===== config.mk =====
export PLATFORM = sky130hd
export DESIGN_NAME = core_dbg_ctrl
export DESIGN_NICKNAME = d
export VERILOG_FILES = /design/src/rtl/core_dbg_ctrl.sv
export SDC_FILE = /design/constraint.sdc
export NUM_CORES = 1
export LEC_CHECK = 0
export CAP_MARGIN = 20
export CORE_ASPECT_RATIO = 1.2
export CORE_UTILIZATION = 51
export DETAILED_ROUTE_END_ITERATION = 7
export PLACE_DENSITY = 0.79
export SLEW_MARGIN = 20
export SYNTH_ARGS = -nofsm -noshare
export SYNTH_HDL_FRONTEND = slang
export SYNTH_SLANG_ARGS = --single-unit
export TNS_END_PERCENT = 1

===== constraint.sdc =====
create_clock -name clk -period 4.92 [get_ports clk]
set_input_delay 0.492 -clock clk [delete_from_list [all_inputs] [get_ports clk]]
set_output_delay 0.492 -clock clk [all_outputs]
set_load 0.05 [all_outputs]

===== src/rtl/core_dbg_ctrl.sv =====
// core_dbg_ctrl: multi-core debug controller serving halt/resume,
// register and PC access, single-step and hardware breakpoints.
module core_dbg_ctrl #(
    parameter int NCORES = 1,
    parameter int XLEN   = 32,
    parameter int NBRK   = 4
) (
    input  logic                   clk,
    input  logic                   rstn_i,
    input  logic [7:0]             dbg_cmd_i,
    input  logic [31:0]            dbg_addr_i,
    input  logic [XLEN-1:0]        dbg_data_i,
    output logic [XLEN-1:0]        dbg_data_o,
    output logic                   dbg_done_o,
    output logic                   dbg_err_o,
    output logic [NCORES-1:0]      halt_o,
    input  logic [NCORES-1:0]      halt_ack_i,
    input  logic [NCORES-1:0]      retire_i,
    input  logic [NCORES*XLEN-1:0] pc_i,
    output logic [4:0]             rs_o,
    input  logic [NCORES*XLEN-1:0] rs_di,
    output logic [4:0]             rd_o,
    output logic [XLEN-1:0]        rd_do,
    output logic [NCORES-1:0]      rd_we_o,
    output logic [NCORES-1:0]      flush_o,
    output logic [XLEN-1:0]        pc_o
);

    localparam int CW = (NCORES > 1) ? $clog2(NCORES) : 1;

    localparam logic [7:0] C_HALT = 8'h01;
    localparam logic [7:0] C_RES  = 8'h02;
    localparam logic [7:0] C_RREG = 8'h03;
    localparam logic [7:0] C_WREG = 8'h04;
    localparam logic [7:0] C_RPC  = 8'h05;
    localparam logic [7:0] C_WPC  = 8'h06;
    localparam logic [7:0] C_STEP = 8'h07;
    localparam logic [7:0] C_BSET = 8'h08;
    localparam logic [7:0] C_BCLR = 8'h09;
    localparam logic [7:0] C_STAT = 8'h0A;

    typedef enum logic [1:0] {
        S_IDLE,
        S_WAIT_ACK,
        S_STEP,
        S_DONE
    } state_e;

    state_e state_q, state_d;

    logic [7:0]       cmd_q, cmd_d;
    logic [4:0]       reg_q, reg_d;
    logic [CW-1:0]    core_q, core_d;
    logic [XLEN-1:0]  wdata_q, wdata_d;
    logic [XLEN-1:0]  data_q, data_d;
    logic             done_q, done_d;
    logic             err_q, err_d;

    logic [NCORES-1:0] halted_q, halted_d;
    logic [NCORES-1:0] tmp_halt_q, tmp_halt_d;
    logic [NCORES-1:0] bp_hit_q, bp_hit_d;
    logic [NCORES-1:0] skip_q, skip_d;
    logic [XLEN-1:0]   skip_pc_q [NCORES];
    logic [XLEN-1:0]   skip_pc_d [NCORES];

    logic [NBRK-1:0]   bp_valid_q, bp_valid_d;
    logic [XLEN-1:0]   bp_pc_q [NBRK];
    logic [XLEN-1:0]   bp_pc_d [NBRK];
    logic [CW-1:0]     bp_core_q [NBRK];
    logic [CW-1:0]     bp_core_d [NBRK];

    logic [CW-1:0]     in_core;
    logic [XLEN-1:0]   in_pc;
    logic              in_halted;
    logic [XLEN-1:0]   cur_rs;
    logic              cur_ack;
    logic              cur_retire;
    logic              cmd_known;
    logic              core_ok;
    logic              bp_ok;
    logic              is_bp_cmd;
    logic              in_err;
    logic [XLEN-1:0]   status;
    logic [NCORES-1:0] bp_match;
    logic              act;
    logic              unused_addr;

    assign unused_addr = ^dbg_addr_i[23:5];

    assign in_core = dbg_addr_i[24 +: CW];

    always_comb begin
        in_pc      = '0;
        in_halted  = 1'b0;
        cur_rs     = '0;
        cur_ack    = 1'b0;
        cur_retire = 1'b0;
        for (int k = 0; k < NCORES; k++) begin
            if (in_core == CW'(k)) begin
                in_pc     = pc_i[k*XLEN +: XLEN];
                in_halted = halted_q[k];
            end
            if (core_q == CW'(k)) begin
                cur_rs     = rs_di[k*XLEN +: XLEN];
                cur_ack    = halt_ack_i[k];
                cur_retire = retire_i[k];
            end
        end
    end

    assign cmd_known = (dbg_cmd_i >= C_HALT) && (dbg_cmd_i <= C_STAT);
    assign core_ok   = 32'(dbg_addr_i[31:24]) < 32'(NCORES);
    assign bp_ok     = 32'(dbg_addr_i[4:0]) < 32'(NBRK);
    assign is_bp_cmd = (dbg_cmd_i == C_BSET) || (dbg_cmd_i == C_BCLR);
    assign in_err    = !cmd_known || !core_ok
                     || (is_bp_cmd && !bp_ok)
                     || ((dbg_cmd_i == C_STEP) && !in_halted);

    always_comb begin
        status = '0;
        for (int k = 0; k < NCORES; k++) begin
            if (k < XLEN) status[k] = halted_q[k];
            if (16 + k < XLEN) status[16+k] = bp_hit_q[k];
        end
    end

    // A match is ignored while halted or while still parked on the resume PC.
    always_comb begin
        bp_match = '0;
        for (int k = 0; k < NCORES; k++) begin
            for (int b = 0; b < NBRK; b++) begin
                if (bp_valid_q[b] && bp_core_q[b] == CW'(k)
                    && pc_i[k*XLEN +: XLEN] == bp_pc_q[b])
                    bp_match[k] = 1'b1;
            end
            if (halted_q[k]) bp_match[k] = 1'b0;
            if (skip_q[k] && pc_i[k*XLEN +: XLEN] == skip_pc_q[k])
                bp_match[k] = 1'b0;
        end
    end

    always_ff @(posedge clk or negedge rstn_i) begin
        if (!rstn_i) state_q <= S_IDLE;
        else         state_q <= state_d;
    end

    always_comb begin
        state_d = state_q;
        unique case (state_q)
            S_IDLE: begin
                if (dbg_cmd_i != 8'h00) begin
                    if (in_err) begin
                        state_d = S_DONE;
                    end else begin
                        unique case (dbg_cmd_i)
                            C_HALT, C_RREG,
                            C_WREG, C_WPC: state_d = S_WAIT_ACK;
                            C_STEP:        state_d = S_STEP;
                            default:       state_d = S_DONE;
                        endcase
                    end
                end
            end
            S_WAIT_ACK: if (cur_ack) state_d = S_DONE;
            S_STEP:     if (cur_retire) state_d = S_DONE;
            S_DONE:     if (dbg_cmd_i == 8'h00) state_d = S_IDLE;
            default:    state_d = S_IDLE;
        endcase
    end

    always_comb begin
        act     = (state_q == S_WAIT_ACK) && cur_ack;
        rs_o    = (state_q == S_WAIT_ACK) ? reg_q : 5'd0;
        rd_o    = '0;
        rd_do   = '0;
        pc_o    = '0;
        rd_we_o = '0;
        flush_o = '0;
        if (act && cmd_q == C_WREG) begin
            rd_o  = reg_q;
            rd_do = wdata_q;
        end
        if (act && cmd_q == C_WPC) pc_o = wdata_q;
        for (int k = 0; k < NCORES; k++) begin
            rd_we_o[k] = act && cmd_q == C_WREG && core_q == CW'(k);
            flush_o[k] = act && cmd_q == C_WPC && core_q == CW'(k);
        end
    end

    always_comb begin
        cmd_d      = cmd_q;
        reg_d      = reg_q;
        core_d     = core_q;
        wdata_d    = wdata_q;
        data_d     = data_q;
        halted_d   = halted_q;
        tmp_halt_d = tmp_halt_q;
        bp_hit_d   = bp_hit_q;
        skip_d     = skip_q;
        skip_pc_d  = skip_pc_q;
        bp_valid_d = bp_valid_q;
        bp_pc_d    = bp_pc_q;
        bp_core_d  = bp_core_q;
        done_d     = (state_d == S_DONE) && (state_q != S_DONE);
        err_d      = (state_q == S_IDLE) && (dbg_cmd_i != 8'h00) && in_err;

        for (int k = 0; k < NCORES; k++) begin
            if (skip_q[k] && pc_i[k*XLEN +: XLEN] != skip_pc_q[k])
                skip_d[k] = 1'b0;
            if (bp_match[k]) begin
                halted_d[k] = 1'b1;
                bp_hit_d[k] = 1'b1;
            end
        end

        // Command effects come last so a resume overrides a same-cycle hit.
        unique case (state_q)
            S_IDLE: begin
                if (dbg_cmd_i != 8'h00 && !in_err) begin
                    cmd_d   = dbg_cmd_i;
                    reg_d   = dbg_addr_i[4:0];
                    core_d  = in_core;
                    wdata_d = dbg_data_i;
                    if (dbg_cmd_i == C_RPC)  data_d = in_pc;
                    if (dbg_cmd_i == C_STAT) data_d = status;
                    for (int k = 0; k < NCORES; k++) begin
                        if (in_core == CW'(k)) begin
                            unique case (dbg_cmd_i)
                                C_HALT: halted_d[k] = 1'b1;
                                C_RREG, C_WREG,
                                C_WPC:  tmp_halt_d[k] = 1'b1;
                                C_RES, C_STEP: begin
                                    halted_d[k]  = 1'b0;
                                    bp_hit_d[k]  = 1'b0;
                                    skip_d[k]    = 1'b1;
                                    skip_pc_d[k] = in_pc;
                                end
                                default: ;
                            endcase
                        end
                    end
                    for (int b = 0; b < NBRK; b++) begin
                        if (dbg_addr_i[4:0] == 5'(b)) begin
                            if (dbg_cmd_i == C_BSET) begin
                                bp_valid_d[b] = 1'b1;
                                bp_pc_d[b]    = dbg_data_i;
                                bp_core_d[b]  = in_core;
                            end
                            if (dbg_cmd_i == C_BCLR)
                                bp_valid_d[b] = 1'b0;
                        end
                    end
                end
            end
            S_WAIT_ACK: begin
                if (cur_ack) begin
                    if (cmd_q == C_RREG) data_d = cur_rs;
                    for (int k = 0; k < NCORES; k++)
                        if (core_q == CW'(k)) tmp_halt_d[k] = 1'b0;
                end
            end
            S_STEP: begin
                if (cur_retire) begin
                    for (int k = 0; k < NCORES; k++)
                        if (core_q == CW'(k)) halted_d[k] = 1'b1;
                end
            end
            default: ;
        endcase
    end

    always_ff @(posedge clk or negedge rstn_i) begin
        if (!rstn_i) begin
            cmd_q      <= '0;
            reg_q      <= '0;
            core_q     <= '0;
            wdata_q    <= '0;
            data_q     <= '0;
            done_q     <= 1'b0;
            err_q      <= 1'b0;
            halted_q   <= '0;
            tmp_halt_q <= '0;
            bp_hit_q   <= '0;
            skip_q     <= '0;
            skip_pc_q  <= '{default: '0};
            bp_valid_q <= '0;
            bp_pc_q    <= '{default: '0};
            bp_core_q  <= '{default: '0};
        end else begin
            cmd_q      <= cmd_d;
            reg_q      <= reg_d;
            core_q     <= core_d;
            wdata_q    <= wdata_d;
            data_q     <= data_d;
            done_q     <= done_d;
            err_q      <= err_d;
            halted_q   <= halted_d;
            tmp_halt_q <= tmp_halt_d;
            bp_hit_q   <= bp_hit_d;
            skip_q     <= skip_d;
            skip_pc_q  <= skip_pc_d;
            bp_valid_q <= bp_valid_d;
            bp_pc_q    <= bp_pc_d;
            bp_core_q  <= bp_core_d;
        end
    end

    assign halt_o     = halted_q | tmp_halt_q;
    assign dbg_data_o = data_q;
    assign dbg_done_o = done_q;
    assign dbg_err_o  = err_q;

endmodule


# Word-level counts from Yosys, hierarchy flattened
# Cells that the tools add are included.
# Widths: inputs -> output; s select.
dict set report totals {
  register_bits 254
  latchBits 0
  mem_bits_rw 0
  rom_bits 0
  in_bits 140
  output_inout_bits 111
  word_cells 175
  n_memories 0
}
dict set report op_classes {
  addsub 0
  mul 0
  div_mod_pow 0
  order_cmp 4
  eq_ne 34
  shift 0
  mux 53
  bitwise_logic 7
  n_reduce_logical 52
}
# cell count
set op_table {}
lappend op_table {{$mux 32} 9}
lappend op_table {{$eq 32x32->1} 5}
lappend op_table {{$pmux 32 s2} 1}
lappend op_table {{$eq 8x3->1 const B} 6}
lappend op_table {{$reduce_and 4->1} 9}
lappend op_table {{$ne 32x32->1} 1}
lappend op_table {{$mux 1} 31}
lappend op_table {{$eq 8x2->1 const B} 3}
lappend op_table {{$eq 8x4->1 const B} 3}
lappend op_table {{$logic_and 1x1->1} 22}
lappend op_table {{$eq 5x2->1 const B} 2}
lappend op_table {{$mux 2} 5}
lappend op_table {{$mux 5} 2}
lappend op_table {{$eq 8x1->1 const B} 1}
lappend op_table {{$ge 8x1->1 const B} 1}
lappend op_table {{$le 8x4->1 const B} 1}
lappend op_table {{$logic_not 8->1} 1}
lappend op_table {{$lt 8x1->1 const B} 1}
lappend op_table {{$ne 2x2->1 const B} 4}
lappend op_table {{$pmux 2 s4} 1}
lappend op_table {{$reduce_bool 8->1} 1}
lappend op_table {{$eq 2x2->1 const B} 3}
lappend op_table {{$ne 2x1->1 const B} 3}
lappend op_table {{$not 1->1} 6}
lappend op_table {{other kinds (18)} 28}

# Depth between registers and ports, before layout
# Gate-level depths: netlist of the first run.
dict set report depth {
  word_depth 14
  mapped_depth 9
  mapped_depth_nobuf 6
}

# Least setup slack after synthesis of the first run
# Ideal clock, no wire load.
dict set report synth_path {
  kind {reg-to-output}
  start {register state_q[1]}
  end {output port pc_o[11]}
  arrival_ns 2.253
  required_ns 4.428
  slack_ns 2.175
  path_stages_with_launch 7
  n_path_buf 1
  cell_sequence {dfrtp_1 > and2b_1 > and3b_1 > nand4_1 > nor2_1 > clkbuf_1 > and2_1}
}
dict set report synth_via {
  elab_chain_cells 4
}
# element line
set synth_lines {}
lappend synth_lines {{start, declared} 49} ;# state_e state_q, state_d;
lappend synth_lines {{start signal, assigned} 144} ;# else state_q <= state_d;
lappend synth_lines {{$eq 2x1->1} 172} ;# act = (state_q == S_WAIT_ACK) && cur_ack;
lappend synth_lines {{$logic_and 1x1->1} 172}
lappend synth_lines {{$logic_and 1x1->1} 183} ;# if (act && cmd_q == C_WPC) pc_o = wdata_q;
lappend synth_lines {{$mux 32} 183}
lappend synth_lines {{end, declared} 26} ;# output logic [XLEN-1:0] pc_o
# No other way between the ends.

# Final worst setup path of the first run
dict set report layout_path {
  start {register state_q[1]}
  end {output port rd_do[15]}
}
dict set report layout_via {
  elab_chain_cells 4
}
# element line
set layout_lines {}
lappend layout_lines {{$eq 2x1->1} 172}
lappend layout_lines {{$logic_and 1x1->1} 172}
lappend layout_lines {{$logic_and 1x1->1} 179} ;# if (act && cmd_q == C_WREG) begin
lappend layout_lines {{$mux 32} 179}
lappend layout_lines {{end, declared} 23} ;# output logic [XLEN-1:0] rd_do,
# No other way between the ends.

==> flow_summary_export.csv, run 1 <==
group,metric,value,unit
grt,antenna_found_initial,0,
sta,finalClockSkew,0.00759,ns
logic_synthesis,ys_warn_count,0,
setup_path,crit_start,"state_q[1]",
drt,viasPerCell,5.50,
logic_synthesis,synth.avg_cell_area,12.7,µm²
run,max_cap_violations,0,
cts,cts_resized,0,
placed_design,dp.final_hpwl,23400,µm
pwr,power_density,280,nW/µm²
setup_path,cp-end-kind,"output port",
sta,hold_viol_final,0,
cts,numCtsBuffers,27,
placed_design,portBuffers,231,
logic_synthesis,synth.distinct_cells,50,
sta,rsz0062_at_grt,"false",
logic_synthesis,syn-instance-count,1006,
logic_synthesis,synth_fp_nets,1146,
sta,fmax,256,MHz
drt,drc_errors,0,
cts,root_buffer,"clkbuf_16",
logic_synthesis,synth_edf_count,0,
pwr,p_comb_share,9.5,%
sta,finalSetupViolCount,0,
sta,worst_slew_pin_slew,0.949,ns
cts,clk_latency,0.53,ns
pwr,seqPwrFrac,47.0,%
grt,grt_pass1_wl,52100,µm
setup_path,crit_required,4.43,ns
pwr,swShare,24.2,%
grt,gr-usage-all-layers,26.5,%
pwr,max-vdd-ir-drop,0.206,mV
finish,mostFrequentLayoutCells,"dfrtp_1 (254), clkdlybuf4s50_1 (230), mux2_2 (183)",
pwr,leakagePower,7.84,nW
die,row_count,63,
sta,tns,0,ns
logic_synthesis,netlist_area,12800,µm²
pwr,p_int,0.00341,W
grt,grt_busiest_layer,"met2",
finish,final_common_cell,"dfrtp_1",
pwr,power,0.00450,W
grt,overflow,0,
cts,h-tree-depth,1,
placed_design,place_congestion,0.847,
finish,drive_gt1_share,23.7,%
sta,final.min_clock_period,3.90,ns
setup_path,arrival,3.41,ns
sta,finalCritPeriodShare,79.3,%
die,start_util,51.8,%
drt,first_pass_iters,4,
status,status,"finished, final reports clean",
die,dieArea,25700,µm²
drt,vias,8519,
cts,postCtsHoldBufs,0,
die,core_area,24700,µm²
die,die_w,146,µm
pwr,p_switching,0.00109,W
setup_path,startpoint_type,"flop",
grt,met1_usage,33.7,%
drt,first_iter_violations,525,
drt,wirelength,33000,µm
logic_synthesis,ys.flop_type,"dfrtp_1",
finish,final_nets,1345,
sta,relSlewSlack,36.7,%
setup_path,r2r_start,"state_q[1]",
finish,area_delta_synth_final,25.9,%
cts,postCtsSetupBuffers,0,
worst_hold_path,min_path_type,"input port to async pin",
drt,post_drt_wl_per_cell,21.3,µm
die,die_y,175,µm
setup_path,path_max_fanout,38,
setup_path,worst-setup-path-type,"flop to output port",
cts,path_clk_slew,0.06,ns
grt,grtUsageMet3,3.56,%
pwr,pwr-share-clk,43.5,%
grt,grt_max_degree,125,
grt,grt_pass1_vias,8887,
logic_synthesis,synth-seq-area-share,49.8,%
sta,slew_violations,0,
logic_synthesis,ys_ff_latch,254,
die,ioPinCount,251,
drt,ant_nets,0,
finish,n_antenna_cell,0,
cts,ctsLongestPathBuffers,3,
logic_synthesis,async_flop_share,100,%
cts,cts_tree,"yes",
cts,clock-sinks,254,
grt,grt.met2_usage,46.5,%
[cell families after synthesis]
family / share of synthesized area (%)
multiplexers: 21.3
XOR/XNOR: 11.0
AND/OR/NAND/NOR: 10.7
flip-flops: 49.8
buffers and inverters: 3.45
AO/OA/AOI/OAI: 3.74
[area by class of cell]
type,count,area (µm²)
well taps,325,407
flip-flops and latches,254,6360
clock inverters,10,61.3
fillers,1886,8590
inverters,5,18.8
repair buffers,246,2440
multi-input cells,671,5990
clock buffers,39,801
[layer usage]
metal  vias to the layer above  part of all wire [%]
met4                         0                   3.2
met5                         -                     0
li1                       3926                     -
met3                        50                   4.8
met1                      4304                    41
met2                       239                    51
[final timing paths]
check | slack [ns] | end | cells after the start
max in group asynchronous | 3.69 | bp_pc_q[29] | 2
max reg2reg | 1.96 | dbg_data_o[18] | 7
min reg2reg | 0.49 | cmd_q[7] | 1
min | 0.07 | dbg_data_o[10] | 1
max | 1.02 | rd_do[15] | 7
min in group clk | 0.49 | cmd_q[7] | 1
[cells in the mapped netlist (2+ instances only)]
| library cell | instances | share of area [%] |
|---|---|---|
| clkbuf_1 | 48 | 1.4 |
| and3_1 | 3 | 0.15 |
| nor3_4 | 4 | 0.51 |
| o21ai_0 | 14 | 0.55 |
| mux2_1 | 17 | 1.5 |
| mux2_4 | 30 | 3.5 |
| and2_1 | 82 | 4.0 |
| inv_1 | 5 | 0.15 |
| nand2b_1 | 3 | 0.15 |
| nor3_1 | 9 | 0.35 |
| or2_2 | 2 | 0.098 |
| buf_4 | 3 | 0.18 |
| nand3b_1 | 4 | 0.24 |
| nand2_1 | 11 | 0.32 |
| xor2_1 | 147 | 10 |
| a21oi_1 | 4 | 0.16 |
| nand3_1 | 13 | 0.51 |
| o31ai_1 | 4 | 0.24 |
| nor2_1 | 6 | 0.18 |
| dfrtp_1 | 254 | 50 |
| xnor2_1 | 14 | 0.96 |
| nor2b_1 | 7 | 0.34 |
| mux2_2 | 183 | 16 |
| buf_2 | 10 | 0.39 |
| nor3b_2 | 2 | 0.20 |
| nand4_1 | 16 | 0.78 |
| nor4_1 | 39 | 1.9 |
| mux2i_1 | 2 | 0.16 |
| nor3b_1 | 6 | 0.35 |
| a22o_1 | 30 | 2.1 |
| buf_6 | 15 | 1.3 |
[worst max-delay path, cell delays in order (launching register included)]
cell	delay, ns
dfrtp_1	0.46
and2b_1	0.48
and3b_1	0.32
nand3_1	0.11
nor3_2	0.14
buf_4	0.35
and2_1	0.19
clkdlybuf4s50_1	0.80
[registers in the layout, summed over array words and instances, names as in the netlist]
name	flops
state_q	2
dbg_data_o	32
cmd_q	8
dbg_done_o	1
halted_q	1
bp_pc_q	128
wdata_q	32
skip_pc_q	32
bp_valid_q	4
tmp_halt_q	1
bp_core_q	4
reg_q	5
dbg_err_o	1
skip_q	1
core_q	1
bp_hit_q	1
[through the flow]
step | cell area (µm²) | instances | worst slack, ns | hold slack, ns | utilization (%)
after floorplan | 12800 | 1006 | 2.17 | 0.196 | -
after global placement | 15200 | 1501 | 1.26 | 0.471 | 61.7
after detailed placement | 15200 | 1501 | 1.18 | 0.472 | 61.7
after CTS | 16100 | 1550 | 1.00 | 0.115 | 65.2
after global routing | 16100 | 1550 | 0.864 | 0.140 | 65.2
final | 16100 | 1550 | 1.02 | 0.0689 | 65.2
[power by group through the flow]
stage	Sequential [W]	Combinational (W)	Clock, W
2_1_floorplan	0.00216	0.000191	0
3_3_place_gp	0.00215	0.000423	0
3_5_place_dp	0.00215	0.000426	0
4_1_cts	0.00212	0.000429	0.00199
5_1_grt	0.00212	0.000459	0.00207
6_report	0.00212	0.000426	0.00196
(Power assumes the default switching activity.)
==> run 2: changes to the inputs <==
Clock period 4.92 ns to 3.6 ns, I/O delays scaled along.
==> flow_summary_export.csv, run 2 (synthesized netlist as in run 1, its figures left out) <==
group,metric,value,unit
status,status,"finished, final reports clean",
die,start_util,51.8,%
sta,tns,0,ns
sta,slew_violations,0,
drt,vias,8726,
cts,path_clk_slew,0.06,ns
finish,final-seq-area,6360,µm²
cts,cts_resized,0,
grt,overflow,0,
cts,clk_latency,0.52,ns
cts,h-tree-depth,1,
pwr,max-vdd-ir-drop,0.276,mV
die,row_count,63,
die,dieArea,25700,µm²
setup_path,cpPeakStageDelay,0.82,ns
placed_design,portBuffers,231,
pwr,power_density,389,nW/µm²
sta,finalClockSkew,0.0123,ns
sta,fmax,291,MHz
finish,area_delta_synth_final,27.5,%
grt,antenna_found_initial,0,
drt,drc_errors,0,
sta,final.min_clock_period,3.44,ns
drt,wirelength,33000,µm
cts,numCtsBuffers,26,
cts,postCtsSetupBuffers,0,
setup_path,cp_slowest_cell,"clkdlybuf4s50_1",
finish,regMostFlops,"bp_pc_q",
drt,viasPerCell,5.60,
placed_design,dpl_cell_area,15300,µm²
setup_path,path_cells,"and2b_1 > and3b_1 > nand3_1 > nor3_2 > buf_4 > and2_1 > clkdlybuf4s50_1",
sta,hold_viol_final,0,
finish,postLayoutCellArea,16300,µm²
drt,first_iter_violations,393,
setup_path,cp-end-kind,"output port",
sta,finalCritPeriodShare,95.6,%
finish,largest_reg_flops,128,
drt,ant_nets,0,
cts,root_buffer,"clkbuf_16",
finish,final_nets,1352,
grt,gr-usage-all-layers,25.9,%
sta,finalSetupViolCount,0,
die,die_w,146,µm
finish,mostFrequentLayoutCells,"dfrtp_1 (254), clkdlybuf4s50_1 (230), mux2_2 (183)",
die,ioPinCount,251,
cts,clock-sinks,254,
setup_path,crit_required,3.24,ns
setup_path,worst-setup-path-type,"flop to output port",
placed_design,place_congestion,0.847,
placed_design,dp.final_hpwl,23900,µm
finish,fillerInstances,1862,
die,core_area,24700,µm²
finish,n_antenna_cell,0,
pwr,leakagePower,7.92,nW
sta,relSlewSlack,27.4,%
drt,post_drt_wl_per_cell,21.2,µm
finish,final_util,66.0,%
run,max_cap_violations,0,
setup_path,arrival,3.08,ns
drt,first_pass_iters,6,
die,die_y,175,µm
setup_path,path_max_fanout,38,
cts,cts_tree,"yes",
sta,worst_slew_pin_slew,1.09,ns
finish,final_common_cell,"dfrtp_1",
setup_path,startpoint_type,"flop",
finish,drive_gt1_share,23.9,%
sta,rsz0062_at_grt,"false",
cts,postCtsHoldBufs,1,
grt,grt_pass1_wl,50900,µm
grt,grt_pass1_vias,8802,
cts,ctsLongestPathBuffers,3,
worst_hold_path,min_path_type,"input port to async pin",
finish,multi_input_area,5990,µm²
grt,grt_max_degree,115,
## run 2: through the flow
stage                     hold WS, ns  total power [W]  setup slack, ns  std cells
after floorplan                0.0644          0.00321            0.987       1006
after global placement          0.471          0.00353            0.350       1508
after detailed placement        0.472          0.00354            0.279       1508
after CTS                       0.488          0.00640           0.0797       1557
after global routing            0.506          0.00656          0.00763       1557
final                           0.485          0.00634            0.159       1557
## run 2: area by class of cell
cell class,instances,share of cell area (%)
Sequential cell,254,39.0
Multi-Input combinational cell,671,36.8
Timing Repair Buffer,254,15.8
Clock buffer,42,5.05
Tap cell,325,2.50
Clock inverter,6,0.646
Inverter,5,0.115
## run 2: worst paths after layout
kind | to | cells past startpoint | slack (ns) | start
min reg2reg | cmd_q[7] | 1 | 0.49 | cmd_q[7]
max | rd_o[1] | 7 | 0.16 | state_q[1]
min in group clk | cmd_q[7] | 1 | 0.49 | cmd_q[7]
max in group asynchronous | dbg_data_o[2] | 3 | 2.20 | rstn_i
max reg2reg | dbg_data_o[20] | 6 | 0.91 | state_q[1]
min | dbg_data_o[14] | 2 | 0.49 | rstn_i
## run 2: report_power, final
| group | internal, W | leakage (nW) | switching (W) | total [W] |
|---|---|---|---|---|
| Combinational | 0.000258 | 3.93 | 0.000336 | 0.000594 |
| Clock | 0.00177 | 0.459 | 0.00108 | 0.00285 |
| Sequential | 0.00287 | 3.54 | 0.0000238 | 0.00290 |
| Total | 0.00490 | 7.92 | 0.00144 | 0.00634 |
## run 2: critical path, delay by kind of cell, from the launching register on
family / cells / cell delay [ns]
buffers and inverters: 2 / 1.18
AND/OR/NAND/NOR: 5 / 0.91
flip-flops: 1 / 0.46
## run 2: metal layers
| layer | GRT usage (%) | share of wire (%) | vias up |
|---|---|---|---|
| met1 | 33.4 | 41 | 4485 |
| met3 | 3.19 | 4.6 | 54 |
| met5 | 0 | 0 | - |
| met2 | 45.6 | 51 | 266 |
| met4 | 7.86 | 2.8 | 0 |
| li1 | - | - | 3921 |
==> run 3: changes to the inputs <==
Settings changed: SLEW_MARGIN 20 to unset.
==> results of run 3 <==
No change in the layout: final DEF, timing and power equal those of run 2.
